### src/rtl/snoop_bus_arbiter.sv
// Two-core snooping bus controller: round-robin grant, coherence op broadcast,
// snoop result return and main-memory read/flush servicing.
module snoop_bus_arbiter #(
    parameter int unsigned GRANT_TIMEOUT = 16,
    parameter int unsigned ADDR_W        = 32,
    parameter int unsigned DATA_W        = 32
) (
    input  logic              clk,
    input  logic              reset,
    input  logic              req_core_0,
    input  logic              req_core_1,
    output logic              grant_0,
    output logic              grant_1,
    input  logic [DATA_W-1:0] bus_data_out_0,
    input  logic [DATA_W-1:0] bus_data_out_1,
    input  logic [ADDR_W-1:0] bus_address_out_0,
    input  logic [ADDR_W-1:0] bus_address_out_1,
    input  logic [1:0]        bus_operation_out_0,
    input  logic [1:0]        bus_operation_out_1,
    input  logic              cache_hit_out_0,
    input  logic              cache_hit_out_1,
    input  logic              flush_out_0,
    input  logic              flush_out_1,
    output logic [DATA_W-1:0] bus_data_in_0,
    output logic [DATA_W-1:0] bus_data_in_1,
    output logic [ADDR_W-1:0] bus_address_in_0,
    output logic [ADDR_W-1:0] bus_address_in_1,
    output logic [1:0]        bus_operation_in_0,
    output logic [1:0]        bus_operation_in_1,
    output logic              cache_hit_in_0,
    output logic              cache_hit_in_1,
    output logic              mem_rd_en,
    output logic              mem_wr_en,
    output logic [ADDR_W-1:0] mem_address,
    output logic [DATA_W-1:0] mem_wdata,
    input  logic [DATA_W-1:0] mem_rdata,
    input  logic              mem_ready
);

    localparam int unsigned TEN_W = (GRANT_TIMEOUT > 2) ? $clog2(GRANT_TIMEOUT) : 1;

    localparam logic [1:0] OP_UPGR = 2'b01;
    localparam logic [1:0] OP_NON  = 2'b11;

    typedef enum logic [1:0] {
        ST_IDLE,
        ST_SNOOP,
        ST_MEM,
        ST_RELEASE
    } state_t;

    state_t             state;
    logic               owner;
    logic               last_owner;
    logic               op_seen;
    logic [TEN_W-1:0]   tenure;
    logic [1:0]         own_op_q;
    logic [ADDR_W-1:0]  own_addr_q;

    // Owner / snooper views of the two core-side interfaces
    logic               own_req;
    logic [1:0]         own_op;
    logic [ADDR_W-1:0]  own_addr;
    logic               snp_hit;
    logic               snp_flush;
    logic [DATA_W-1:0]  snp_data;
    logic               timeout;
    logic               do_release;

    assign own_req   = owner ? req_core_1          : req_core_0;
    assign own_op    = owner ? bus_operation_out_1 : bus_operation_out_0;
    assign own_addr  = owner ? bus_address_out_1   : bus_address_out_0;
    assign snp_hit   = owner ? cache_hit_out_0     : cache_hit_out_1;
    assign snp_flush = owner ? flush_out_0         : flush_out_1;
    assign snp_data  = owner ? bus_data_out_0      : bus_data_out_1;

    assign timeout    = (grant_0 | grant_1) && (tenure == TEN_W'(GRANT_TIMEOUT - 1));
    // An owner may walk away before issuing an op; once an op is in flight it completes
    assign do_release = timeout ||
                        (!own_req && ((state == ST_RELEASE) || ((state == ST_SNOOP) && !op_seen)));

    always_ff @(posedge clk) begin
        if (reset) begin
            state              <= ST_IDLE;
            grant_0            <= 1'b0;
            grant_1            <= 1'b0;
            owner              <= 1'b0;
            last_owner         <= 1'b1;
            op_seen            <= 1'b0;
            tenure             <= '0;
            own_op_q           <= OP_NON;
            own_addr_q         <= '0;
            bus_data_in_0      <= '0;
            bus_data_in_1      <= '0;
            bus_address_in_0   <= '0;
            bus_address_in_1   <= '0;
            bus_operation_in_0 <= OP_NON;
            bus_operation_in_1 <= OP_NON;
            cache_hit_in_0     <= 1'b0;
            cache_hit_in_1     <= 1'b0;
            mem_rd_en          <= 1'b0;
            mem_wr_en          <= 1'b0;
            mem_address        <= '0;
            mem_wdata          <= '0;
        end else begin
            mem_wr_en <= 1'b0;

            // Broadcast the owner's request to the other core
            if (grant_0) begin
                bus_address_in_1   <= bus_address_out_0;
                bus_operation_in_1 <= bus_operation_out_0;
                bus_operation_in_0 <= OP_NON;
            end else if (grant_1) begin
                bus_address_in_0   <= bus_address_out_1;
                bus_operation_in_0 <= bus_operation_out_1;
                bus_operation_in_1 <= OP_NON;
            end else begin
                bus_operation_in_0 <= OP_NON;
                bus_operation_in_1 <= OP_NON;
            end

            if (state == ST_IDLE) begin
                tenure  <= '0;
                op_seen <= 1'b0;
                if (req_core_0 && (!req_core_1 || last_owner)) begin
                    grant_0 <= 1'b1;
                    owner   <= 1'b0;
                    state   <= ST_SNOOP;
                end else if (req_core_1) begin
                    grant_1 <= 1'b1;
                    owner   <= 1'b1;
                    state   <= ST_SNOOP;
                end
            end else if (do_release) begin
                grant_0            <= 1'b0;
                grant_1            <= 1'b0;
                last_owner         <= owner;
                bus_operation_in_0 <= OP_NON;
                bus_operation_in_1 <= OP_NON;
                cache_hit_in_0     <= 1'b0;
                cache_hit_in_1     <= 1'b0;
                mem_rd_en          <= 1'b0;
                op_seen            <= 1'b0;
                tenure             <= '0;
                state              <= ST_IDLE;
            end else begin
                tenure <= tenure + TEN_W'(1);
                case (state)
                    ST_SNOOP: begin
                        if (!op_seen) begin
                            if (own_op != OP_NON) begin
                                op_seen    <= 1'b1;
                                own_op_q   <= own_op;
                                own_addr_q <= own_addr;
                            end
                        end else begin
                            // Snooper has seen the forwarded op for one cycle; take its answer
                            if (owner) cache_hit_in_1 <= snp_hit;
                            else       cache_hit_in_0 <= snp_hit;
                            if (snp_flush) begin
                                if (owner) bus_data_in_1 <= snp_data;
                                else       bus_data_in_0 <= snp_data;
                                mem_wr_en   <= 1'b1;
                                mem_address <= own_addr_q;
                                mem_wdata   <= snp_data;
                                state       <= ST_RELEASE;
                            end else if (own_op_q == OP_UPGR) begin
                                state <= ST_RELEASE;
                            end else begin
                                mem_rd_en   <= 1'b1;
                                mem_address <= own_addr_q;
                                state       <= ST_MEM;
                            end
                        end
                    end
                    ST_MEM: begin
                        if (mem_ready) begin
                            if (owner) bus_data_in_1 <= mem_rdata;
                            else       bus_data_in_0 <= mem_rdata;
                            mem_rd_en <= 1'b0;
                            state     <= ST_RELEASE;
                        end
                    end
                    default: begin
                    end
                endcase
            end
        end
    end

endmodule

### config.mk
export PLATFORM = sky130hd
export DESIGN_NAME = snoop_bus_arbiter
export DESIGN_NICKNAME = d
export VERILOG_FILES = /design/src/rtl/snoop_bus_arbiter.sv
export SDC_FILE = /design/constraint.sdc
export NUM_CORES = 1
export LEC_CHECK = 0
export ABC_AREA = 1
export CORE_AREA = 4 4 130 194
export DETAILED_ROUTE_END_ITERATION = 12
export DIE_AREA = 0 0 134 198
export PLACE_DENSITY = 0.82
export SLEW_MARGIN = 0
export SYNTH_ARGS = -nofsm -noshare
export SYNTH_HDL_FRONTEND = slang
export SYNTH_SLANG_ARGS = --single-unit
### constraint.sdc
create_clock -name clk -period 1.7 [get_ports clk]
set_input_delay 0.34 -clock clk [delete_from_list [all_inputs] [get_ports clk]]
set_output_delay 0.34 -clock clk [all_outputs]
set_load 0.005 [all_outputs]
=== After elaboration in Yosys (flattened, before gate mapping) ===
Index checks and enable logic that the tools add are counted.

* Bits in registers: 245
* Input port bits: 173
* Output and inout bits: 202
* Word-level logic and storage cells: 148

* $add $sub $neg: 1
* Equality and inequality tests: 25
* Mux-type cells: 60
* Bitwise logic cells: 6
* Reductions and logical operators: 35

{| class="wikitable"
|+ Operators by type and width
! cell !! count
|-
| $mux W32 || 14
|-
| $pmux W32 S2 || 2
|-
| $mux W1 || 28
|-
| $mux W2 || 14
|-
| $ne A2 B2 Y1 const B || 11
|-
| $reduce_and A8 Y1 || 2
|-
| $reduce_and A5 Y1 || 3
|-
| $ne A3 B3 Y1 const B || 4
|-
| $reduce_and A4 Y1 || 3
|-
| $reduce_bool A2 Y1 || 6
|-
| $reduce_and A2 Y1 || 4
|-
| $reduce_and A6 Y1 || 1
|-
| $not A1 Y1 || 5
|-
| $reduce_or A5 Y1 || 1
|-
| $add A4 B1 Y4 const B || 1
|-
| $eq A2 B1 Y1 const B || 2
|-
| $eq A2 B2 Y1 const B || 2
|-
| $eq A4 B4 Y1 const B || 1
|-
| $logic_and A1 B1 Y1 || 4
|-
| $ne A2 B1 Y1 const B || 2
|-
| $ne A4 B3 Y1 const B || 1
|-
| $ne A4 B4 Y1 const B || 1
|-
| $pmux W2 S2 || 1
|-
| $reduce_bool A4 Y1 || 1
|-
| other kinds (9) || 13
|}

=== Longest topological paths before layout ===
Gate-level depths: netlist of the first run.

* Word-level depth: 7
* Depth in mapped cells: 11
* Gate-level depth less buffers: 10

=== Worst setup path after synthesis of the first run ===
Ideal clock, no wire load.

* Kind: reg2reg
* Start: reg grant_0
* End: reg bus_data_in_0[25]
* Setup time: 110 ps
* Arrival time: 1393 ps
* Data required time: 1590 ps
* Slack: 197 ps
* Cell stages (with the launch flop): 11
* Path buffers: 2
* Period minus slack after synthesis: 1503 ps
* Path through: dfxtp_1 -> buf_2 -> inv_2 -> nand2_1 -> nand3_2 -> nand2_1 -> inv_2 -> buf_1 -> nand4_1 -> nand2_1 -> nor2_1

* Longest elaborated chain between the ends: 5

{| class="wikitable"
|+ Ends and longest elaborated chain
! element !! RTL line !! RTL
|-
| from (decl) || 12 || <nowiki>output logic grant_0,</nowiki>
|-
| from (signal assigned) || 85 || <nowiki>grant_0 <= 1'b0;</nowiki>
|-
| from (signal assigned) || 126 || <nowiki>grant_0 <= 1'b1;</nowiki>
|-
| from (signal assigned) || 135 || <nowiki>grant_0 <= 1'b0;</nowiki>
|-
| $or A1 B1 Y1 || 77 || <nowiki>assign timeout = (grant_0 | grant_1) && (tenure == TEN_W'(GRANT_TIMEOUT - 1));</nowiki>
|-
| $logic_and A1 B1 Y1 || 77 ||
|-
| $logic_or A1 B1 Y1 || 79 || <nowiki>assign do_release = timeout ||</nowiki>
|-
| $not A1 Y1 (no line) || -- ||
|-
| $reduce_and A8 Y1 (no line) || -- ||
|-
| to (signal assigned) || 162 || <nowiki>else bus_data_in_0 <= snp_data;</nowiki>
|-
| to (signal assigned) || 179 || <nowiki>else bus_data_in_0 <= mem_rdata;</nowiki>
|-
| to (decl) || 24 || <nowiki>output logic [DATA_W-1:0] bus_data_in_0,</nowiki>
|}

No other way between the ends.
A chain may end at the register's enable or synchronous reset.

=== Worst setup path after layout of the first run ===
* Start: reg owner
* End: reg bus_data_in_0[2]

* Longest elaborated chain between the ends: 6
* Elaborated cells on any way between the ends: 15
* Those cells by class: eq/ne (3); mux (7); bitwise (1); reduce/logical (4)

{| class="wikitable"
|+ Ends and longest elaborated chain
! element !! RTL line !! RTL
|-
| from (decl) || 53 || <nowiki>logic owner;</nowiki>
|-
| from (signal assigned) || 87 || <nowiki>owner <= 1'b0;</nowiki>
|-
| from (signal assigned) || 127 || <nowiki>owner <= 1'b0;</nowiki>
|-
| from (signal assigned) || 131 || <nowiki>owner <= 1'b1;</nowiki>
|-
| branches (longest 6 deep; another with $mux W32) || -- ||
|}

Parallel ways; which one is timed is not known. The select of a mux whose other input is x is not followed.

==> flow_summary.toml, run 1 <==
[finish]
postLayoutCoreUtil_pct = 69.4
area_delta_synth_final_pct = 56.2
drive_gt1_share_pct = 12.6
final_cell_mix = "371 x nor2_1, 331 x nand2_1, 221 x dfxtp_1"
layout_commonest_cell = "nor2_1"
diodes = 0
nNetsFinal = 2103
layout.cells.non_filler = 2266

[sta]
setup_ws_ns = -0.00763
whs_ns = 0.419
relSlewSlack_pct = 63.8
fin_skew_ns = 0.0141
setup_tns_ns = -0.00763
slew_violations = 0
finalSetupViolations = 1
hold_viol = 0
final.min_clock_period_ns = 1.71
final.period_utilization_pct = 100
max_freq_ghz = 0.586
tightest_slew_ns = 0.537

[synthesis]
syn_inst = 1518
yosysUniqueCellTypes = 26
synthAdderAreaFrac_pct = 0.119
synthMuxAreaShare_pct = 3.06
yosysWarnings = 0
synth_top_family_by_area = "simple AND/OR/NAND/NOR gates"
synth_flop_cell = "dfxtp_1"
yosys.area_share.simple_pct = 33.6
ys_seq_area_share_pct = 46.8
synth_area_sq_um = 10500
syn_avg_cell_area_sq_um = 6.90
synth_nets = 1692
synth_compound_area_share_pct = 8.63
synth-xor-area-share_pct = 0.0836
async_flop_share_pct = 0
ys_seq_elements = 245
synth-edff-count = 0

[hold_path]
hold_path_depth = 2
min_path_type = "input port to register"
min_from = "bus_operation_out_1[0]"

[placed_design]
dp.cells = 2198
dp_hpwl_mm = 30.2
gp_congestion = 0.937
portBuffers = 374
post-place-ws_ns = -0.569

[cts]
clk_path_buf_depth = 3
cts_buffers = 24
clk_pin_slew_ns = 0.06
cts_tree = "done"
cts.sinks = 245
root_buffer = "clkbuf_16"
clock_latency_ns = 0.52
htree_levels = 1
cts_hold_buf = 0

[global_route]
gr-total-overflow = 0
grt_start_max_net_pins = 46
grt_usage_pct = 29.6
grt_pass1_wl_mm = 62.1
antenna_found_initial = 0
first_global_vias = 11628

[setup_path]
path_cells = "clkbuf_4 -> buf_12 -> nand2_1 -> nand3_1 -> o21ai_1 -> nand4_1 -> nand2_1 -> nor2_1"
cp.depth = 8
crit_path_max_incr_delay_ns = 0.39
critPathArrivalTime_ns = 2.13
critPathMaxFanout = 20
critical_path.most_common_cell = "nand2_1"
crit_slowest_cell = "dfxtp_4"
path_class = "register to register"
crit_path_start = "owner"
reg2reg_from = "owner"
startpoint_type = "register"
end_kind = "register"
critPathTopFamily = "simple AND/OR/NAND/NOR gates"
crit_required_ns = 2.12
rr_worst_depth = 8
cp_num_buf_inv = 2

[routing]
drc = 0
dr_total_vias = 11799
drtIter0Drc = 922
via_per_inst = 5.21
drtAntennaViolNets = 0
routedWlPerCell_microns = 19.0
drtPass1Iterations = 5
drt_wl_total_mm = 43.1

[die]
pin_count = 375
rows = 69
dieHeight_microns = 198
initial_core_util_pct = 44.4
die_x_microns = 134
core_area_sq_um = 23600
fp.dieArea_sq_um = 26500

[power_and_ir_drop]
p_leak_nw = 8.01
p_per_area_nw_per_um2 = 1700
vdd_drop_max_uv = 1030

[status]
violations = "setup timing"
status = "finished with violations"

[job]
max_cap_viol_count = 0
flip-flops by register name, indices dropped and copies added (netlist names), 2 cells and up:
signal,flops
bus_address_in_0,32
bus_address_in_1,32
bus_data_in_0,32
bus_data_in_1,32
bus_operation_in_0,2
bus_operation_in_1,2
mem_address,32
mem_wdata,32
own_addr_q,32
own_op_q,2
state,2
tenure,4
per-layer routing:
layer	wire, microns	part of all wire, %	up-vias	GRT usage [%]
met5	0	0	-	0
li1	-	-	5645	-
met1	14200	33	5404	29.7
met2	22000	51	610	55.4
met3	4210	9.8	140	7.85
met4	2790	6.5	0	15.9
report_power, final:
part           total [mW]  internal, mW  leakage (nW)  switching, mW
clock                6.00          3.71         0.438           2.30
combinational        13.5          5.75          5.56           7.80
sequential           8.33          7.40          2.01          0.931
cell usage after synthesis, drive strengths merged, types with 2 or more instances:
cell type / number / share of area (%)
inv: 91 / 3.3
nand3: 110 / 5.4
nand2: 341 / 12
nand3b: 3 / 0.22
mux2i: 32 / 3.1
nor2: 379 / 14
a21oi: 41 / 2.0
dfxtp: 245 / 47
buf: 59 / 2.8
nand4: 34 / 2.0
o21a: 2 / 0.14
clkbuf: 43 / 1.5
o21ai: 133 / 6.4
path summary, 6_finish.rpt:
path                            slack (ns)               endpoint
worst max register to register      -0.008       bus_data_in_0[2]
worst min-delay path                  0.42  bus_operation_in_0[0]
worst max-delay path                -0.008       bus_data_in_0[2]
worst min register to register        0.46          mem_wdata[19]
cells by family (layout without fill, tap and decap cells):
group,after synthesis,in the layout
multiplexers,32,32
XOR/XNOR,1,1
adder cells (fa/ha/maj),1,1
AO/OA/AOI/OAI,178,178
AND/OR/NAND/NOR,868,869
buffers and inverters,193,621
flip-flops,245,245
metrics by stage:
stage | instance area [sq um] | total power [mW]
floorplan | 10500 | 14.4
global placement | 15100 | 20.5
detailed placement | 15100 | 20.8
CTS | 15900 | 26.4
global route | 16400 | 29.4
finish | 16400 | 27.9
repair_timing:
| item | CTS | global route |
|---|---|---|
| resized for setup | 227 | 53 |
| setup buffers | 2 | 11 |
| pin swaps | 2 | 14 |
| setup endpoints to repair | 291 | 182 |
| gates cloned | 1 | 10 |
worst register-to-register path, stage by stage (launching register included):
cell and delay, ns:
dfxtp_4 0.39, clkbuf_4 0.20, buf_12 0.17, nand2_1 0.09, nand3_1 0.25, o21ai_1 0.27
nand4_1 0.13, nand2_1 0.07, nor2_1 0.04
final cells by class:
type,count,area (sq um)
flip-flops and latches,245,4940
inverters,91,359
multi-input cells,1081,4910
well taps,319,399
clock buffers,35,723
fillers,1946,7210
repair buffers,486,4860
clock inverters,9,173
No activity file was read; power rests on OpenSTA's default activity.
==> run 2, diff against run 1 <==
CORE_AREA = 2 2 134 201   (was 4 4 130 194)
DIE_AREA = 0 0 136 203   (was 0 0 134 198)
PLACE_DENSITY = 0.76   (was 0.82)
clock period = 1.84 ns   (was 1.7 ns; I/O delays follow)
==> flow_summary.toml, run 2 (synthesized netlist as in run 1, its figures left out) <==
[status]
status = "complete, no violations"

[cts]
clk_path_buf_depth = 3
htree_levels = 1
clk_pin_slew_ns = 0.06
cts_hold_buf = 0
cts_buffers = 24
root_buffer = "clkbuf_16"
cts_tree = "done"
clock_latency_ns = 0.53
cts.sinks = 245

[setup_path]
critPathMaxFanout = 2
end_kind = "output pin"
cp.depth = 1
critPathArrivalTime_ns = 1.42
crit_path_start = "mem_address[31]"
crit_required_ns = 1.47
reg2reg_from = "owner"
critPathTopFamily = "buffers and inverters"
path_cells = "clkdlybuf4s50_1"
crit_slowest_cell = "clkdlybuf4s50_1"
path_class = "register to output pin"
cp_num_buf_inv = 1
startpoint_type = "register"
rr_worst_depth = 11
crit_path_max_incr_delay_ns = 0.56

[sta]
rsz0062_at_grt = "yes"
setup_tns_ns = 0
hold_viol = 0
max_freq_ghz = 0.560
relSlewSlack_pct = 57.3
final.period_utilization_pct = 97.0
fin_skew_ns = 0.0107
slew_violations = 0
whs_ns = 0.440
final.min_clock_period_ns = 1.79
tightest_slew_ns = 0.633
finalSetupViolations = 0

[finish]
layout.cells.non_filler = 2232
diodes = 0
nNetsFinal = 2056
layout_commonest_cell = "nor2_1"
final_cell_mix = "372 x nor2_1, 362 x clkdlybuf4s50_1, 336 x nand2_1"
area_delta_synth_final_pct = 51.7
drive_gt1_share_pct = 8.48
fillers = 2288

[hold_path]
hold_path_depth = 3
min_path_type = "input port to register"
min_from = "bus_operation_out_1[1]"

[die]
die_x_microns = 136
initial_core_util_pct = 40.6
fp.dieArea_sq_um = 27600
rows = 72
pin_count = 375
dieHeight_microns = 203
core_area_sq_um = 25800

[routing]
drc = 0
drtAntennaViolNets = 0
routedWlPerCell_microns = 17.9
drtPass1Iterations = 6
via_per_inst = 5.07
drt_wl_total_mm = 39.9
drtIter0Drc = 523
dr_total_vias = 11316

[job]
max_cap_viol_count = 0

[power_and_ir_drop]
p_leak_nw = 6.82
vdd_drop_max_uv = 873
p_per_area_nw_per_um2 = 1530

[placed_design]
dp.cells = 2180
dp_hpwl_mm = 28.8
portBuffers = 374
gp_congestion = 0.886

[global_route]
grt_start_max_net_pins = 70
first_global_vias = 11009
grt_pass1_wl_mm = 58.4
antenna_found_initial = 0
gr-total-overflow = 0
grt_usage_pct = 27.1
run 2: cell types whose count changed in the layout (fill, tap and decap cells not counted), sizes merged:
cell,delta
buf,-44
bufinv,-4
clkdlybuf4s15,-1
clkdlybuf4s50,+187
clkinv,+1
dlygate4sd2,-180
dlymetal6s2s,-6
nor2,-1
run 2: routing by layer:
metal  up-vias  track usage (%)  wire length [microns]
li1       5542                -                      -
met1      5187             26.9                  13500
met2       506             50.8                  20400
met3        81             7.27                   3900
met4         0             13.4                   2050
met5         -                0                      0
run 2: metrics by stage:
step | area, sq um | util [%] | setup WS, ns | power [mW]
final | 15900 | 61.7 | 0.0544 | 24.4
after global routing | 15900 | 61.7 | -0.0130 | 25.9
after CTS | 15600 | 60.7 | 0.0104 | 24.0
after detailed placement | 14800 | 57.6 | -0.327 | 19.0
after global placement | 14800 | 57.6 | -0.237 | 18.8
after floorplan | 10500 | - | 0.337 | 13.3
run 2: path summary, 6_finish.rpt:
kind,slack [ns],end
setup / recovery,0.05,mem_address[31]
hold / removal,0.44,bus_operation_in_0[1]
setup reg to reg,0.09,bus_data_in_1[28]
hold reg to reg,0.45,tenure[0]
run 2: timing repair:
action / 4_1_cts / 5_1_grt
gates cloned: 0 / 6
setup buffers: 0 / 3
pin swaps: 0 / 4
endpoints found under the setup margin: 9 / 118
endpoints found under the hold margin: 0 / 0
resized for setup: 10 / 19
run 2: area by class of cell:
cell class | count | area (sq um) | area share, %
Tap cell | 333 | 417 | 2.62
Clock inverter | 6 | 57.6 | 0.362
Multi-Input combinational cell | 1080 | 4810 | 30.3
Timing Repair Buffer | 440 | 4610 | 29.0
Clock buffer | 37 | 731 | 4.60
Sequential cell | 245 | 4910 | 30.9
Inverter | 91 | 349 | 2.20
run 2: report_power, final:
| part | internal (mW) | switching (mW) |
|---|---|---|
| registers | 6.81 | 0.865 |
| logic | 5.21 | 6.54 |
| clock network | 2.87 | 2.08 |
==> run 3, diff against run 2 <==
CTS_CLUSTER_DIAMETER = 30   (was unset)
==> flow_summary.toml, run 3 (synthesized netlist as in run 1, its figures left out) <==
[job]
max_cap_viol_count = 0

[global_route]
gr-total-overflow = 0
grt_usage_pct = 27.6
grt_pass1_wl_mm = 59.0
grt_start_max_net_pins = 70
first_global_vias = 11168
antenna_found_initial = 1

[setup_path]
path_cells = "clkdlybuf4s50_1"
crit_path_max_incr_delay_ns = 0.55
end_kind = "output pin"
crit_required_ns = 1.47
critPathMaxFanout = 2
cp_num_buf_inv = 1
path_class = "register to output pin"
startpoint_type = "register"
critPathTopFamily = "buffers and inverters"
critPathArrivalTime_ns = 1.44
crit_slowest_cell = "clkdlybuf4s50_1"

[finish]
nNetsFinal = 2064
final_cell_mix = "373 x nor2_1, 365 x clkdlybuf4s50_1, 336 x nand2_1"
layout.cells.non_filler = 2253
area_delta_synth_final_pct = 55.3
drive_gt1_share_pct = 9.59
final_area_sq_um = 16300
multiInputGateArea_sq_um = 4810
regArea_sq_um = 4910
fillers = 2226
layout_commonest_cell = "nor2_1"

[die]
core_area_sq_um = 25800
die_x_microns = 136
rows = 72
initial_core_util_pct = 40.6
pin_count = 375
dieHeight_microns = 203
fp.dieArea_sq_um = 27600

[sta]
rsz0062_at_grt = "no"
max_freq_ghz = 0.553
relSlewSlack_pct = 63.3
hold_viol = 0
slew_violations = 0
finalSetupViolations = 0
final.period_utilization_pct = 98.2
tightest_slew_ns = 0.544
fin_skew_ns = 0.0110
final.min_clock_period_ns = 1.81

[placed_design]
placed_cell_area_sq_um = 14800
dp_hpwl_mm = 28.8
gp_congestion = 0.886
dp.cells = 2180
portBuffers = 374

[cts]
clock_latency_ns = 0.51
cts_buffers = 38
cts.sinks = 245
cts_hold_buf = 0
clk_pin_slew_ns = 0.05
clk_path_buf_depth = 3
cts_tree = "done"
htree_levels = 2
root_buffer = "clkbuf_16"

[hold_path]
min_path_type = "register to register"

[routing]
drtPass1Iterations = 4
drtAntennaViolNets = 0
dr_total_vias = 11390
drc = 0
drtIter0Drc = 540
routedWlPerCell_microns = 17.7
via_per_inst = 5.06
drt_wl_total_mm = 39.9

[power_and_ir_drop]
vdd_drop_max_uv = 809
power_mw = 26.4
p_leak_nw = 6.96
p_per_area_nw_per_um2 = 1620

[status]
status = "complete, no violations"
==> run 3: cell count changes in the layout (fill, tap and decap cells not counted), sizes merged, moves of 2 or more <==
cell,before,now
clkinvlp,1,5
bufinv,1,3
clkbuf,43,48
inv,91,98
buf,60,57
clkinv,4,9
dlymetal6s2s,4,2
clkdlybuf4s50,362,365
==> run 3: final cells by class <==
cell class | instances | share of cell area (%)
antenna | 1 | 0.0154
tap | 333 | 2.56
clock inverter | 24 | 1.56
sequential | 245 | 30.2
inverter | 91 | 2.15
timing repair buffer | 434 | 27.6
multi-input combinational | 1080 | 29.6
clock buffer | 45 | 6.33
==> run 3: metal layers <==
layer  global-route usage (%)  routed length, microns
met5                        0                       0
met4                     16.8                    2520
met3                     8.56                    4040
met2                     50.3                   19800
met1                     26.7                   13500
==> run 3: worst paths after layout <==
kind                          to  cells past startpoint  slack (ns)                start
min                    tenure[0]                      1        0.45            tenure[0]
max reg2reg    bus_data_in_0[17]                      7        0.10                owner
max          bus_address_in_0[7]                      1        0.03  bus_address_in_0[7]
min reg2reg            tenure[0]                      1        0.45            tenure[0]
==> run 3: report_power, final <==
| group | total (mW) | internal (mW) | switching, mW | leakage [nW] |
|---|---|---|---|---|
| clock network | 7.18 | 4.49 | 2.69 | 0.621 |
| registers | 7.69 | 6.81 | 0.877 | 2.00 |
| logic | 11.5 | 5.04 | 6.51 | 4.34 |
| total | 26.4 | 16.3 | 10.1 | 6.96 |
==> run 3: stage by stage <==
| stage | util [%] | setup TNS [ns] | hold WS (ns) | worst slack [ns] |
|---|---|---|---|---|
| 2_1_floorplan | - | 0 | 0.418 | 0.337 |
| 3_3_place_gp | 57.6 | -34.69 | 0.428 | -0.237 |
| 3_5_place_dp | 57.6 | -42.29 | 0.441 | -0.327 |
| 4_1_cts | 62.6 | 0 | 0.438 | 0.00548 |
| 5_1_grt | 63.1 | 0 | 0.458 | 0.00396 |
| 6_report | 63.1 | 0 | 0.448 | 0.0332 |
==> run 3: timing repair <==
action | in CTS | in global routing
gates resized for setup | 9 | 17
pin swaps | 0 | 1
endpoints found under the setup margin | 8 | 115
setup buffers | 0 | 0
cloned | 0 | 3
